`src/rtl/idecode.sv`:
```
// RV32I decode stage: captures the fetched instruction and its PC, decodes it into
// a registered packet for execute, and holds the integrated 32x32 register file.
module idecode #(
   parameter bit RF_BYPASS = 1'b1
) (
   input  logic        clk,
   input  logic        rst,
   input  logic        i_valid,
   input  logic [31:0] f_instr_next,
   input  logic [31:0] f_pc_next,
   input  logic        jump_select,
   input  logic        e_clk_en,
   input  logic        wb_en,
   input  logic [4:0]  wb_rd,
   input  logic [31:0] wb_data,
   output logic        d_clk_en,
   output logic        d_valid,
   output logic [31:0] d_pc,
   output logic [31:0] d_instr,
   output logic [4:0]  d_rs1,
   output logic [4:0]  d_rs2,
   output logic [4:0]  d_rd,
   output logic [31:0] d_rs1_val,
   output logic [31:0] d_rs2_val,
   output logic [31:0] d_imm,
   output logic [3:0]  d_alu_op,
   output logic [3:0]  d_class,
   output logic        d_illegal
);

   localparam logic [3:0] CL_LUI     = 4'd0;
   localparam logic [3:0] CL_AUIPC   = 4'd1;
   localparam logic [3:0] CL_JAL     = 4'd2;
   localparam logic [3:0] CL_JALR    = 4'd3;
   localparam logic [3:0] CL_BRANCH  = 4'd4;
   localparam logic [3:0] CL_LOAD    = 4'd5;
   localparam logic [3:0] CL_STORE   = 4'd6;
   localparam logic [3:0] CL_OP_IMM  = 4'd7;
   localparam logic [3:0] CL_OP      = 4'd8;
   localparam logic [3:0] CL_FENCE   = 4'd9;
   localparam logic [3:0] CL_SYSTEM  = 4'd10;
   localparam logic [3:0] CL_ILLEGAL = 4'd15;

   logic [31:0] rf [32];

   logic [31:0] instr;
   logic [6:0]  opcode;
   logic [2:0]  funct3;
   logic [6:0]  funct7;
   logic [31:0] i_imm, s_imm, b_imm, u_imm, j_imm;
   logic [3:0]  cls_n;
   logic [4:0]  rs1_n, rs2_n, rd_n;
   logic [31:0] imm_n;
   logic [3:0]  alu_n;
   logic        ill;
   logic [4:0]  rs1_idx, rs2_idx;
   logic [31:0] rs1_rd, rs2_rd;

   assign instr  = f_instr_next;
   assign opcode = instr[6:0];
   assign funct3 = instr[14:12];
   assign funct7 = instr[31:25];

   assign i_imm = {{20{instr[31]}}, instr[31:20]};
   assign s_imm = {{20{instr[31]}}, instr[31:25], instr[11:7]};
   assign b_imm = {{19{instr[31]}}, instr[31], instr[7], instr[30:25], instr[11:8], 1'b0};
   assign u_imm = {instr[31:12], 12'b0};
   assign j_imm = {{11{instr[31]}}, instr[31], instr[19:12], instr[20], instr[30:21], 1'b0};

   always_comb begin
      cls_n = CL_ILLEGAL;
      rs1_n = 5'd0;
      rs2_n = 5'd0;
      rd_n  = 5'd0;
      imm_n = 32'd0;
      alu_n = 4'd0;
      ill   = 1'b0;
      case (opcode)
         7'b0110111: begin cls_n = CL_LUI;   rd_n = instr[11:7]; imm_n = u_imm; end
         7'b0010111: begin cls_n = CL_AUIPC; rd_n = instr[11:7]; imm_n = u_imm; end
         7'b1101111: begin cls_n = CL_JAL;   rd_n = instr[11:7]; imm_n = j_imm; end
         7'b1100111: begin
            cls_n = CL_JALR; rd_n = instr[11:7]; rs1_n = instr[19:15]; imm_n = i_imm;
            ill   = (funct3 != 3'b000);
         end
         7'b1100011: begin
            cls_n = CL_BRANCH; rs1_n = instr[19:15]; rs2_n = instr[24:20]; imm_n = b_imm;
            alu_n = {1'b0, funct3};
            ill   = (funct3 == 3'b010) || (funct3 == 3'b011);
         end
         7'b0000011: begin
            cls_n = CL_LOAD; rd_n = instr[11:7]; rs1_n = instr[19:15]; imm_n = i_imm;
            ill   = (funct3 == 3'b011) || (funct3 == 3'b110) || (funct3 == 3'b111);
         end
         7'b0100011: begin
            cls_n = CL_STORE; rs1_n = instr[19:15]; rs2_n = instr[24:20]; imm_n = s_imm;
            ill   = (funct3 > 3'b010);
         end
         7'b0010011: begin
            cls_n = CL_OP_IMM; rd_n = instr[11:7]; rs1_n = instr[19:15]; imm_n = i_imm;
            alu_n = {(funct3 == 3'b101) & instr[30], funct3};
            // Shift immediates reuse the upper bits as funct7; only SRAI may set bit 30.
            if (funct3 == 3'b001)
               ill = (funct7 != 7'b0000000);
            else if (funct3 == 3'b101)
               ill = (funct7 != 7'b0000000) && (funct7 != 7'b0100000);
         end
         7'b0110011: begin
            cls_n = CL_OP; rd_n = instr[11:7]; rs1_n = instr[19:15]; rs2_n = instr[24:20];
            alu_n = {instr[30], funct3};
            ill   = !((funct7 == 7'b0000000) ||
                      ((funct7 == 7'b0100000) && ((funct3 == 3'b000) || (funct3 == 3'b101))));
         end
         7'b0001111: begin cls_n = CL_FENCE;  rd_n = instr[11:7]; rs1_n = instr[19:15]; end
         7'b1110011: begin cls_n = CL_SYSTEM; rd_n = instr[11:7]; rs1_n = instr[19:15]; end
         default:    ill = 1'b1;
      endcase
      if (instr[1:0] != 2'b11)
         ill = 1'b1;
      if (ill) begin
         cls_n = CL_ILLEGAL;
         rs1_n = 5'd0;
         rs2_n = 5'd0;
         rd_n  = 5'd0;
         imm_n = 32'd0;
         alu_n = 4'd0;
      end
   end

   // Reads use the raw source fields so operand fetch never waits on the decode above.
   assign rs1_idx = instr[19:15];
   assign rs2_idx = instr[24:20];

   always_comb begin
      rs1_rd = rf[rs1_idx];
      rs2_rd = rf[rs2_idx];
      if (RF_BYPASS && wb_en && (wb_rd == rs1_idx))
         rs1_rd = wb_data;
      if (RF_BYPASS && wb_en && (wb_rd == rs2_idx))
         rs2_rd = wb_data;
      if (rs1_idx == 5'd0)
         rs1_rd = 32'd0;
      if (rs2_idx == 5'd0)
         rs2_rd = 32'd0;
   end

   always_ff @(posedge clk) begin
      if (wb_en && (wb_rd != 5'd0))
         rf[wb_rd] <= wb_data;
   end

   // Handshake: the packet is offered while d_valid is high and is taken on any edge
   // where e_clk_en is high; an empty stage always loads, and a redirect drops the packet.
   assign d_clk_en = jump_select | e_clk_en | !d_valid;

   always_ff @(posedge clk) begin
      if (rst) begin
         d_valid   <= 1'b0;
         d_pc      <= 32'd0;
         d_instr   <= 32'h0000_0013;
         d_rs1     <= 5'd0;
         d_rs2     <= 5'd0;
         d_rd      <= 5'd0;
         d_rs1_val <= 32'd0;
         d_rs2_val <= 32'd0;
         d_imm     <= 32'd0;
         d_alu_op  <= 4'd0;
         d_class   <= CL_OP_IMM;
      end else if (jump_select) begin
         d_valid <= 1'b0;
      end else if (d_clk_en) begin
         d_valid   <= i_valid;
         d_pc      <= f_pc_next;
         d_instr   <= f_instr_next;
         d_rs1     <= rs1_n;
         d_rs2     <= rs2_n;
         d_rd      <= rd_n;
         d_rs1_val <= rs1_rd;
         d_rs2_val <= rs2_rd;
         d_imm     <= imm_n;
         d_alu_op  <= alu_n;
         d_class   <= cls_n;
      end
   end

   assign d_illegal = (d_class == CL_ILLEGAL);

endmodule

```
`config.mk`:
```
export PLATFORM = sky130hd
export DESIGN_NAME = idecode
export DESIGN_NICKNAME = d
export VERILOG_FILES = /design/src/rtl/idecode.sv
export SDC_FILE = /design/constraint.sdc
export NUM_CORES = 2
export LEC_CHECK = 0
export CAP_MARGIN = 20
export CORE_UTILIZATION = 40
export DETAILED_ROUTE_END_ITERATION = 10
export GPL_TIMING_DRIVEN = 1
export PLACE_DENSITY = 0.57
export SYNTH_ARGS = -nofsm -noshare
export SYNTH_HDL_FRONTEND = slang
export SYNTH_SLANG_ARGS = --single-unit
```
`constraint.sdc`:
```
create_clock -name clk -period 7.01 [get_ports clk]
set_input_delay 0.701 -clock clk [delete_from_list [all_inputs] [get_ports clk]]
set_output_delay 0.701 -clock clk [all_outputs]
set_load 0.01 [all_outputs]
```
==> flow_metrics.py <==
metrics = {
    "run_status": {
        "outcome": "finished with violations",
        "violations": "design-rule violations",
    },
    "routing": {
        "wl_per_cell_um": 33.64,
        "drc": 2,
        "viasPerCell": 6.311,
        "ant_nets": 0,
        "first_pass_iters": 9,
        "drtIter0Drc": 4063,
        "via_count": 34110,
        "routed_wl_um": 181800,
    },
    "synth": {
        "ys_ff_latch": 1208,
        "yosysSeqAreaShare_pct": 64.01,
        "synth_warnings": 0,
        "ys_types": 58,
        "avgSynthCellArea_um2": 16.62,
        "async_flop_share_pct": 0,
        "post_synth_inst_count": 3237,
        "syn-cell-area_um2": 53790,
        "synth_edf_count": 1024,
        "ys_top_cells_by_area": "edfxtp_1 57%, mux4_2 16%, dfxtp_1 6.8%",
        "synth_largest_area_cell": "edfxtp_1",
        "synth_top_area_share_pct": 57.17,
        "ys.flop_type": "edfxtp_1",
    },
    "clock_network": {
        "clock_sinks": 1208,
        "cts_tree": "built",
        "cts_root_buf": "clkbuf_16",
        "cts_resized": 0,
        "cts_buffers": 133,
        "clk_latency_ns": 0.76,
        "ctsHoldBuffers": 0,
        "cts.htree.levels": 4,
        "cts_setup_buffers": 0,
        "cts.clk_slew.worst_paths_ns": 0.06,
        "clock_path_buffers": 3,
    },
    "critical_path": {
        "endpoint_kind": "flop",
        "cp_max_fo": 47,
        "cp.arrival_ns": 3.96,
        "path_delay_family": "buffers and inverters",
        "critPathRequiredTime_ns": 7.67,
        "slowest_stage": "buf_4",
        "r2r-end": "d_rs1_val[31]$_SDFFE_PP0P_",
        "crit_chain": "clkdlybuf4s50_1 > buf_4 > nor2b_4 > buf_4 > nand2_1 > nand2_1 > nor3_1 > o32ai_1",
        "crit_type": "primary input to flop",
        "timing.critical_path.slowest_cell_delay_ns": 0.90,
        "r2r-start": "d_valid$_SDFFE_PP0N_",
        "crit_buf_inv": 3,
        "rr_worst_depth": 5,
        "ff2ff_setup_slack_ns": 4.30,
        "crit_path_start_kind": "primary input",
    },
    "timing": {
        "min_period_ns": 3.305,
        "setup_viol": 0,
        "tightest_slew_ns": 1.133,
        "fmaxAchievable_ghz": 0.3026,
        "hold_violations": 0,
        "max_slew_margin_pct": 24.25,
        "slew_viol_final": 0,
        "skew_ns": 0.02155,
        "rsz0062_at_grt": "false",
        "fin_tns_setup_ns": 0,
        "fin_crit_sh_pct": 47.15,
    },
    "grt": {
        "track_usage_pct": 26.47,
        "antenna_found_initial": 22,
        "grt_pass1_vias": 33780,
        "grt_start_max_net_pins": 117,
        "grt_pass1_wl_um": 252800,
        "grt-ovfl-total": 0,
    },
    "place": {
        "gp_congestion": 0.8285,
        "hpwlAfterDp_um": 101300,
        "dpl.cell_count": 5137,
        "io_buffer_count": 292,
    },
    "hold_path": {
        "hold_path.startpoint": "f_instr_next[19]",
        "hp-class": "primary input to flop",
        "worstHoldEndpoint": "d_instr[19]$_SDFFE_PP0P_",
        "min_path_cells": 3,
    },
    "layout": {
        "syn_to_final_growth_pct": 18.47,
        "nFillCells": 11420,
        "final_common_cell": "edfxtp_1",
        "seq_area_um2": 34430,
        "finalNetCount": 3630,
        "final_cell_mix": "1024 x edfxtp_1, 384 x mux4_2, 285 x clkdlybuf4s50_1",
        "layout.cells.non_filler": 5404,
        "layout-drive-gt1-share_pct": 20.81,
        "multi_input_area_um2": 18520,
    },
    "flow_run": {
        "max_cap_violations": 0,
    },
    "floorplan": {
        "dieArea_um2": 135900,
        "start_util_pct": 40.30,
        "fp.dieW_um": 368.7,
        "ios": 293,
        "core_um2": 133500,
        "rows": 134,
        "die-height_um": 368.7,
    },
    "power_and_ir_drop": {
        "powerDensity_nw_per_um2": 259.8,
        "ir_drop_mv": 0.2290,
        "p_leak_nw": 20.81,
    },
}
## routing by layer
metal  GRT usage (%)  share of wire [%]
met5               0              0.068
met4           10.64                3.7
met3           7.916                 10
met2           40.85                 46
met1           34.99                 40
## cells by family (layout without fill, tap and decap cells)
kind of cell,count (synthesis),after routing,share of synthesized area (%)
multiplexers,640,640,20.84
buffers and inverters,287,647,2.359
AO/OA/AOI/OAI,641,641,8.935
other,1,40,0.006972
flip-flops,1208,1208,64.01
XOR/XNOR,12,12,0.1954
AND/OR/NAND/NOR,448,448,3.647
## report_power, final
| group | internal (mW) | switching [mW] |
|---|---|---|
| sequential | 7.93 | 0.112 |
| combinational | 0.619 | 0.854 |
| clock | 4.13 | 2.91 |
| total | 12.7 | 3.88 |
## synthesized netlist by cell type, drive strengths merged, types with 3 or more instances
cell type,count
mux4,384
mux2i,256
nand4,4
nor4,4
dfxtp,184
o221ai,64
a21oi,96
or3b,4
o32ai,64
nor2,79
a22oi,108
nand2,254
nor3b,4
a211oi,62
a211o,27
edfxtp,1024
nand2b,7
a311oi,3
o22ai,66
xnor2,11
nand3,7
a22o,99
nor2b,12
o21ai,30
a32o,13
nand3b,3
clkbuf,170
or3,8
buf,115
nor3,49
or2,3
## worst register-to-register path, stage by stage, from the launching register on
cell and delay (ns):
dfxtp_1 0.32, nor2b_1 0.40, or2_4 0.67, buf_4 0.77, a22oi_1 0.29, o32ai_1 0.17
## metrics by stage
stage	setup slack (ns)	hold slack (ns)	area [um2]	util [%]	power, mW
finish	3.705	0.4097	63730	47.75	16.56
global route	3.545	0.3924	63720	47.74	16.98
CTS	3.816	0.3421	63250	47.40	16.59
detailed placement	2.983	0.4393	58930	44.16	9.631
global placement	2.965	0.4407	58840	44.09	9.620
floorplan	3.972	0.4715	53910	-	8.948
## area by class of cell
cell class / instances / share of cell area [%]
Timing Repair Buffer: 405 / 6.609
Sequential cell: 1208 / 54.03
Clock buffer: 186 / 5.990
Multi-Input combinational cell: 1773 / 29.06
Tap cell: 1768 / 3.471
Antenna cell: 8 / 0.03141
Inverter: 2 / 0.01178
Clock inverter: 54 / 0.7932
## worst max path at each step
| stage | slack (ns) | startpoint | end | cells past startpoint |
|---|---|---|---|---|
| after detailed placement | 2.98 | f_instr_next[23] | d_rs2_val[29]$_SDFFE_PP0P_ | 8 |
| after global routing | 3.54 | f_instr_next[3] | d_imm[13]$_SDFFE_PP0P_ | 6 |
| after CTS | 3.82 | f_instr_next[23] | d_rs2_val[29]$_SDFFE_PP0P_ | 8 |
| final | 3.71 | f_instr_next[23] | d_rs2_val[2]$_SDFFE_PP0P_ | 8 |
| after global placement | 2.96 | f_instr_next[23] | d_rs2_val[23]$_SDFFE_PP0P_ | 7 |
| after floorplan | 3.97 | wb_rd[4] | rf[12][0]$_DFFE_PP_ | 4 |
## sequential cells by signal (all words and copies together), names as in the netlist
signal / count
d_alu_op: 4
d_class: 4
d_imm: 32
d_instr: 32
d_pc: 32
d_rd: 5
d_rs1: 5
d_rs1_val: 32
d_rs2: 5
d_rs2_val: 32
d_valid: 1
rf: 1024
Power figures use the tool's default switching activity.
